[src/rtl/hamming_secded_pkg.sv]
// Shared definitions for the (8,4) extended Hamming SECDED encoder/decoder pair.
// Bit 0 carries overall parity; bits 1..7 are Hamming positions 1..7.
package hamming_secded_pkg;

  localparam int P0_BIT = 0;
  localparam int POS_P1 = 1;
  localparam int POS_P2 = 2;
  localparam int POS_D0 = 3;
  localparam int POS_P4 = 4;
  localparam int POS_D1 = 5;
  localparam int POS_D2 = 6;
  localparam int POS_D3 = 7;

  typedef enum logic [1:0] {
    ERR_NONE,
    ERR_1BIT,
    ERR_2BIT,
    ERR_PARITY
  } err_class_e;

  function automatic logic [2:0] syndrome(input logic [7:0] cw);
    logic [2:0] s;
    s[0] = cw[1] ^ cw[3] ^ cw[5] ^ cw[7];
    s[1] = cw[2] ^ cw[3] ^ cw[6] ^ cw[7];
    s[2] = cw[4] ^ cw[5] ^ cw[6] ^ cw[7];
    return s;
  endfunction

  function automatic logic [7:0] encode(input logic [3:0] d);
    logic [7:0] cw;
    cw         = '0;
    cw[POS_D0] = d[0];
    cw[POS_D1] = d[1];
    cw[POS_D2] = d[2];
    cw[POS_D3] = d[3];
    cw[POS_P1] = d[0] ^ d[1] ^ d[3];
    cw[POS_P2] = d[0] ^ d[2] ^ d[3];
    cw[POS_P4] = d[1] ^ d[2] ^ d[3];
    cw[P0_BIT] = ^cw[7:1];
    return cw;
  endfunction

  function automatic logic [3:0] extract_data(input logic [7:0] cw);
    return {cw[POS_D3], cw[POS_D2], cw[POS_D1], cw[POS_D0]};
  endfunction

  function automatic err_class_e classify(input logic [2:0] s, input logic e);
    err_class_e c;
    if (s == 3'd0) c = e ? ERR_PARITY : ERR_NONE;
    else           c = e ? ERR_1BIT   : ERR_2BIT;
    return c;
  endfunction

endpackage

[src/rtl/secded_err_counter.sv]
// Saturating event counter; a synchronous clear wins over a same-cycle increment.
module secded_err_counter #(
  parameter int CNT_W = 16
) (
  input  logic             i_clk,
  input  logic             i_rst_n,
  input  logic             i_clr,
  input  logic             i_inc,
  output logic [CNT_W-1:0] o_cnt
);

  logic [CNT_W-1:0] r_cnt;

  // NOTE: sequential state uses non-blocking assignments so every flop samples pre-edge values.
  always_ff @(posedge i_clk or negedge i_rst_n) begin
    if (!i_rst_n) begin
      r_cnt <= '0;
    end else if (i_clr) begin
      r_cnt <= '0;
    end else if (i_inc && (r_cnt != {CNT_W{1'b1}})) begin
      r_cnt <= r_cnt + 1'b1;
    end
  end

  assign o_cnt = r_cnt;

endmodule

[src/rtl/hamming74_secded_rx.sv]
// Two-stage streaming SECDED decoder: stage 1 captures the codeword with its
// syndrome/overall parity, stage 2 holds corrected data and the error class.
module hamming74_secded_rx
  import hamming_secded_pkg::*;
#(
  parameter int CNT_W = 16
) (
  input  logic             i_clk,
  input  logic             i_rst_n,
  input  logic             i_cw_valid,
  output logic             o_cw_ready,
  input  logic [7:0]       i_cw,
  output logic             o_data_valid,
  input  logic             i_data_ready,
  output logic [3:0]       o_data,
  output logic             o_1bit_error,
  output logic             o_2bit_error,
  output logic             o_parity_error,
  input  logic             i_cnt_clr,
  output logic [CNT_W-1:0] o_cnt_1bit,
  output logic [CNT_W-1:0] o_cnt_2bit,
  output logic [CNT_W-1:0] o_cnt_parity
);

  logic       r_s1_valid;
  logic [7:0] r_s1_cw;
  logic [2:0] r_s1_syn;
  logic       r_s1_par;

  logic       r_s2_valid;
  logic [3:0] r_s2_data;
  err_class_e r_s2_class;

  logic       w_adv1;
  logic       w_adv2;
  err_class_e w_class;
  logic [7:0] w_fixed;
  logic       w_out_hs;

  // Ready is combinational from i_data_ready so a full pipe still sustains one word per cycle.
  assign w_adv2     = !r_s2_valid || i_data_ready;
  assign w_adv1     = !r_s1_valid || w_adv2;
  assign o_cw_ready = w_adv1;

  always_ff @(posedge i_clk or negedge i_rst_n) begin
    if (!i_rst_n) begin
      r_s1_valid <= 1'b0;
      r_s1_cw    <= '0;
      r_s1_syn   <= '0;
      r_s1_par   <= 1'b0;
    end else if (w_adv1) begin
      r_s1_valid <= i_cw_valid;
      if (i_cw_valid) begin
        r_s1_cw  <= i_cw;
        r_s1_syn <= syndrome(i_cw);
        r_s1_par <= ^i_cw;
      end
    end
  end

  // NOTE: every always_comb output gets a default first so no latch can be inferred.
  always_comb begin
    w_class = classify(r_s1_syn, r_s1_par);
    w_fixed = r_s1_cw;
    if (w_class == ERR_1BIT) w_fixed = r_s1_cw ^ (8'd1 << r_s1_syn);
  end

  always_ff @(posedge i_clk or negedge i_rst_n) begin
    if (!i_rst_n) begin
      r_s2_valid <= 1'b0;
      r_s2_data  <= '0;
      r_s2_class <= ERR_NONE;
    end else if (w_adv2) begin
      r_s2_valid <= r_s1_valid;
      if (r_s1_valid) begin
        r_s2_data  <= extract_data(w_fixed);
        r_s2_class <= w_class;
      end
    end
  end

  assign o_data_valid   = r_s2_valid;
  assign o_data         = r_s2_data;
  assign o_1bit_error   = r_s2_valid && (r_s2_class == ERR_1BIT);
  assign o_2bit_error   = r_s2_valid && (r_s2_class == ERR_2BIT);
  assign o_parity_error = r_s2_valid && (r_s2_class == ERR_PARITY);

  assign w_out_hs = r_s2_valid && i_data_ready;

  secded_err_counter #(.CNT_W(CNT_W)) u_cnt_1bit (
    .i_clk   (i_clk),
    .i_rst_n (i_rst_n),
    .i_clr   (i_cnt_clr),
    .i_inc   (w_out_hs && o_1bit_error),
    .o_cnt   (o_cnt_1bit)
  );

  secded_err_counter #(.CNT_W(CNT_W)) u_cnt_2bit (
    .i_clk   (i_clk),
    .i_rst_n (i_rst_n),
    .i_clr   (i_cnt_clr),
    .i_inc   (w_out_hs && o_2bit_error),
    .o_cnt   (o_cnt_2bit)
  );

  secded_err_counter #(.CNT_W(CNT_W)) u_cnt_parity (
    .i_clk   (i_clk),
    .i_rst_n (i_rst_n),
    .i_clr   (i_cnt_clr),
    .i_inc   (w_out_hs && o_parity_error),
    .o_cnt   (o_cnt_parity)
  );

endmodule

[config.mk]
export PLATFORM = sky130hd
export DESIGN_NAME = hamming74_secded_rx
export DESIGN_NICKNAME = d
export VERILOG_FILES = /design/src/rtl/hamming_secded_pkg.sv /design/src/rtl/secded_err_counter.sv /design/src/rtl/hamming74_secded_rx.sv
export SDC_FILE = /design/constraint.sdc
export NUM_CORES = 1
export LEC_CHECK = 0
export BUFFER_PORTS_ARGS = -buffer_cell sky130_fd_sc_hd__buf_4
export CAP_MARGIN = 20
export CORE_MARGIN = 2
export CORE_UTILIZATION = 50
export CTS_CLUSTER_DIAMETER = 120
export CTS_CLUSTER_SIZE = 40
export DETAILED_ROUTE_END_ITERATION = 7
export PLACE_DENSITY_LB_ADDON = 0.2
export SETUP_SLACK_MARGIN = 0.1
export SYNTH_ARGS = -nofsm -noshare
export SYNTH_HDL_FRONTEND = slang
export SYNTH_HIERARCHICAL = 1
export SYNTH_SLANG_ARGS = --single-unit
export TNS_END_PERCENT = 1
[constraint.sdc]
create_clock -name i_clk -period 1.64 [get_ports i_clk]
set_input_delay 0.328 -clock i_clk [delete_from_list [all_inputs] [get_ports i_clk]]
set_output_delay 0.328 -clock i_clk [all_outputs]
set_load 0.01 [all_outputs]
After elaboration in Yosys (flattened, before gate mapping). Index checks and enable logic that the tools add are counted.

Reduce and logical (&&, ||, !) cells: 21. $lt $le $gt $ge: 0. Div/mod/pow operators: 0. $mul: 0. Add/subtract/negate cells: 3. Shifts and indexed selects: 1. Bitwise logic cells: 10. Multiplexer cells: 10. Eq/ne operators: 7.

Operator list (count): $mux W16 (6); $add A16 B1 Y16 const B (3); $ne A16 B16 Y1 const B (3); $logic_and A1 B1 Y1 (10); $xor A1 B1 Y1 (9); $mux W8 (1); $reduce_xor A8 Y1 (1); $shl A1 B3 Y8 const A (1); $xor A8 B8 Y8 (1); $mux W2 (3); $reduce_bool A2 Y1 (3); $eq A2 B1 Y1 const B (2); $eq A2 B2 Y1 const B (2); $reduce_and A2 Y1 (2); $logic_not A3 Y1 (1); $logic_not A1 Y1 (2); $logic_or A1 B1 Y1 (2).

Bits in latches: 0. Bits in read-only memories: 0. Input bits: 13. Bits in writable memories: 0. Bits in registers: 68. Memories: 0.

Logic depth before layout (Yosys ltp).
Depth in word-level cells: 6. Mapped depth: 8. Depth with buffers taken out: 6.

By module. Netlist, hierarchy kept.

By module, submodules not included: secded_err_counter (sequential area each 400.4 um2, cells an instance 98, times used 3, area an instance 942.2 um2); hamming74_secded_rx (sequential area each 400.4 um2, cells an instance 73, times used 1, area an instance 819.5 um2).

Worst setup path before layout. Ideal clock, no wire load.

Path type: register to register. Start: register r_s2_valid, in the netlist o_data_valid. End: register u_cnt_2bit.r_cnt[3], in the netlist u_cnt_2bit/o_cnt[3]. Cell stages (with the launch flop): 8. Period minus slack after synthesis: 1970 ps. Path slack: -330 ps. Buffers on the path: 1. Data arrival time: 1892 ps. Required time: 1562 ps. Cell sequence: dfrtp_1 > nand2_1 > nor2_1 > and2_1 > inv_1 > clkbuf_1 > or4_2 > a21oi_1.

Word-level cells in the longest chain between the ends: 4. Elaborated cells on any way between the ends: 5. Those cells by class: reduce/logical: 5.

Ends and longest elaborated chain: start, declared (line hamming74_secded_rx.sv:30) `logic r_s2_valid;`; start signal, assigned (line hamming74_secded_rx.sv:74) `r_s2_valid <= r_s1_valid;`; $logic_and A1 B1 Y1 (line hamming74_secded_rx.sv:85) `assign o_2bit_error = r_s2_valid && (r_s2_class == ERR_2BIT);`; net o_2bit_error (line hamming74_secded_rx.sv:17) `output logic o_2bit_error,`; $logic_and A1 B1 Y1 (line hamming74_secded_rx.sv:102) `.i_inc (w_out_hs && o_2bit_error),`; $logic_and A1 B1 Y1 (line secded_err_counter.sv:20) `end else if (i_inc && (r_cnt != {CNT_W{1'b1}})) begin`; $reduce_bool A2 Y1 (no line); end signal, assigned (line secded_err_counter.sv:21) `r_cnt <= r_cnt + 1'b1;`; end, declared (line secded_err_counter.sv:12) `logic [CNT_W-1:0] r_cnt;`.

The timed path passes the listed nets, and every way through them passes these cells. A chain may end at the register's enable or synchronous reset.

Worst setup path after layout.
Start: register u_cnt_parity.r_cnt[1], in the netlist u_cnt_parity/o_cnt[1]. End: register u_cnt_parity.r_cnt[9], in the netlist u_cnt_parity/o_cnt[9].

Word-level cells in the longest chain between the ends: 3. Elaborated cells on any way between the ends: 6. Those cells by class: add/sub: 1; eq/ne: 1; mux: 2; reduce/logical: 2.

Ends and longest elaborated chain (line): start, declared (secded_err_counter.sv:12); start signal, assigned (secded_err_counter.sv:21); $add A16 B1 Y16 or $ne A16 B16 Y1 (tied branches) (secded_err_counter.sv:21, secded_err_counter.sv:20); $mux W16 or $logic_and A1 B1 Y1 (tied branches) (secded_err_counter.sv:20); $mux W16 or $reduce_bool A2 Y1 (tied branches).

Parallel ways exist; a longest one is shown, timed or not. The select of a mux whose other input is x is not followed.

==> metrics <==
PwrDens=712 nW/um^2; Worst-path clk slew=0.07 ns; internal power=2.70 mW; max-slew violation count=0; Synth-to-Final Area Change=53.8%; fin worst setup slack=-0.162 ns; post-synth design cell area=3650 um^2; Worst Tran Pin Value=0.482 ns; leak pwr=2.44 nW; Crit Path Category=flip-flop to flip-flop; final net count=554; Slowest cell on crit path=dfrtp_1; first-pass GRT wire length=15900 um; Die X=89.4 um; initial drt markers=257; later-pin clock latency in the skew report=0.36 ns; vias in the first global route=3349; CTS HTree Levels=3; CP delay by family, top=simple AND/OR/NAND/NOR gates; clock sink count=64; met2 Use GR=41.8%; Final Cycle Share=110%; met3 Track Usage GR=5.63%; Critical Path, Cell by Cell=ha_2 > nand4_2 > nor4_4 > buf_6 > nor4_2 > mux2_1; syn nets=384; DR vias=3782; pin count of the biggest net entering global routing=42; status=finished, violations left; Seq pwr share=45.2%; Site Rows=31; fill count=479; Psw=1.29 mW; critical path required time=1.88 ns; port bufs=69; Detail Placement HPWL=6760 um; hold crit path type=input pin to flip-flop; Fin Hold WS=0.172 ns; Yosys reg bits=64; Register-to-Register Setup Slack=-0.16 ns; Synth Warn #=6; DRC violations left=0; final setup vio count=37; GRT Overall Usage=25.8%; final WL=11100 um; ant diodes=0; top-area cell type share of the netlist area=43.9%; Comb pwr share=22.9%; global route overflow=0; RePlAce Congestion=0.879; Initial Util=51.1%; setup_tns=-2.83 ns; total power=3.99 mW; Final Hold Fails=0; relative slew slack=67.9%; clock root cell=clkbuf_8; Seq/Total Area, Yosys=43.9%; CP Max Fanout=5; final core utilization=78.6%; switching part of the total power=32.3%; Clock power frac=31.9%; CTS tree=built; initial antenna violation count=0; worst-case clock buffer depth=2; cts bufs inserted=9; synth unique cells=36; leading area contributor after synthesis=dfrtp_1; Max stage delay on crit path=0.40 ns; violated checks=negative setup slack; Core ar.=7140 um^2; minimum clock period=1.80 ns; VDD IR max=681 uV; worst clock skew=0.00827 ns; M1 GR Usage=34.5%; Die ar.=7990 um^2; Post-Synthesis Cells=367; top post-synthesis cells by area=dfrtp_1, a21oi_1, o31ai_1, mux2_1, nand4_1; Antenna Nets Post-Route=0; CP arrival=2.04 ns; reported max-cap violation count=0; routed length per placed instance=17.3 um; layout cells sized above 1=52.0%; WP buf/inv=1; Startpoint Class=flip-flop; Die Span Y=89.4 um; RSZ-0062 raised after global routing=true; io pins=70; fmax=555 MHz; CP endpoint kind=flip-flop; first-pass iteration count of the detailed router=6; GRT busiest layer=met2; average size of a mapped cell=9.93 um^2; DR vias/cell=5.90
==> registers in the layout, summed over array words and instances, names as in the netlist <==
signal,flops
r_s1_syn,3
r_s1_par,1
r_s1_valid,1
r_s1_cw,4
u_cnt_parity/o_cnt,16
r_s2_class,2
u_cnt_2bit/o_cnt,16
o_data,4
u_cnt_1bit/o_cnt,16
o_data_valid,1
==> synth_stat cells <==
cell type / instances
nor2b_1: 12
nand2b_1: 2
and4_2: 6
dfrtp_1: 64
nand3_1: 9
nand3b_1: 4
o211ai_2: 3
o21ai_1: 10
a211oi_2: 3
or4_1: 15
a21oi_1: 33
nand4b_1: 3
and3_1: 7
nor2_1: 13
or2b_1: 1
xnor2_1: 7
nand2_1: 28
mux2_1: 12
or3_2: 3
or4_2: 6
nor3_1: 3
mux2_2: 7
nand4_2: 3
ha_1: 4
clkbuf_1: 12
and3b_1: 1
and2_1: 3
o21ai_0: 9
or3_1: 7
buf_6: 4
nor4_1: 12
inv_1: 9
nand4_1: 19
o31ai_1: 21
nor4_4: 3
xor2_1: 9
==> path summary, 6_finish.rpt <==
path,from,end,depth (start not counted)
setup / recovery,u_cnt_parity/o_cnt[1]$_DFFE_PN0P_,u_cnt_parity/o_cnt[9]$_DFFE_PN0P_,6
hold / removal,i_cw_valid,r_s1_valid$_DFFE_PN0P_,2
setup reg to reg,u_cnt_parity/o_cnt[1]$_DFFE_PN0P_,u_cnt_parity/o_cnt[9]$_DFFE_PN0P_,6
hold reg to reg,o_data[2]$_DFFE_PN0P_,o_data[2]$_DFFE_PN0P_,2
max in group asynchronous,i_rst_n,u_cnt_2bit/o_cnt[2]$_DFFE_PN0P_,3
min in group asynchronous,i_rst_n,u_cnt_1bit/o_cnt[1]$_DFFE_PN0P_,2
==> cells by family (layout without fill, tap and decap cells) <==
logic type	count (synthesis)	in the layout	synth area share, %
AOI/OAI and AO/OA	79	79	13.5
buffers and inverters	25	200	3.40
adders and majority gates	4	4	1.37
xor gates and xnor gates	16	16	3.84
muxes	19	19	5.87
and+or+nand+nor	160	160	28.1
DFF	64	64	43.9
==> area by class of cell <==
type | count | area (um^2) | share of cell area [%]
flip-flops and latches | 64 | 1610 | 28.6
well taps | 99 | 124 | 2.21
repair buffers | 175 | 1380 | 24.6
clock inverters | 7 | 57.6 | 1.03
multi-input cells | 278 | 2270 | 40.5
clock buffers | 9 | 124 | 2.21
inverters | 9 | 46.3 | 0.826
==> layout by cell type (no fill, tap or decap), types with 3 or more instances in the layout <==
cell	n
a211oi_2	3
a21oi_1	16
a21oi_2	17
and2_4	3
and3_1	6
and4_4	4
buf_4	160
buf_6	13
clkbuf_8	9
clkinv_4	3
clkinvlp_4	3
dfrtp_1	61
dfrtp_2	3
ha_4	3
inv_1	6
mux2_1	10
mux2_2	7
nand2_1	27
nand3_1	7
nand3b_1	4
nand4_1	19
nand4b_1	3
nor2_1	12
nor2b_1	12
nor4_2	6
nor4_4	8
o211ai_4	3
o21ai_0	6
o21ai_1	13
o31ai_1	20
or3_1	6
or3_2	3
or4_1	9
or4_4	12
xnor2_1	7
xor2_1	9
==> per-layer routing <==
layer | vias up | part of all wire, %
met2 | 154 | 50
met1 | 1846 | 41
met5 | - | 0
li1 | 1742 | -
met3 | 40 | 6.3
met4 | 0 | 2.6
==> power groups by stage <==
stage	clock network (mW)	logic (mW)	registers [mW]
after global routing	1.37	0.998	1.82
after CTS	1.29	0.832	1.79
final	1.27	0.915	1.80
after detailed placement	0	0.803	1.82
after floorplan	0	0.430	1.82
after global placement	0	0.781	1.81
==> repair_timing <==
action / in CTS / in global routing
resized for setup: 18 / 67
cloned: 0 / 0
setup buffers: 5 / 10
pin swaps: 14 / 26
hold buffers: 1 / 0
hold endpoints to repair: 33 / 0
setup endpoints to repair: 51 / 62
==> metrics by stage <==
stage	instance area, um^2	instances	worst slack [ns]
floorplan	3730	367	-0.125
global placement	4940	610	-0.0810
detailed placement	4940	610	-0.170
CTS	5240	632	-0.130
global route	5610	641	-0.255
finish	5610	641	-0.162
Power figures use the tool's default switching activity.
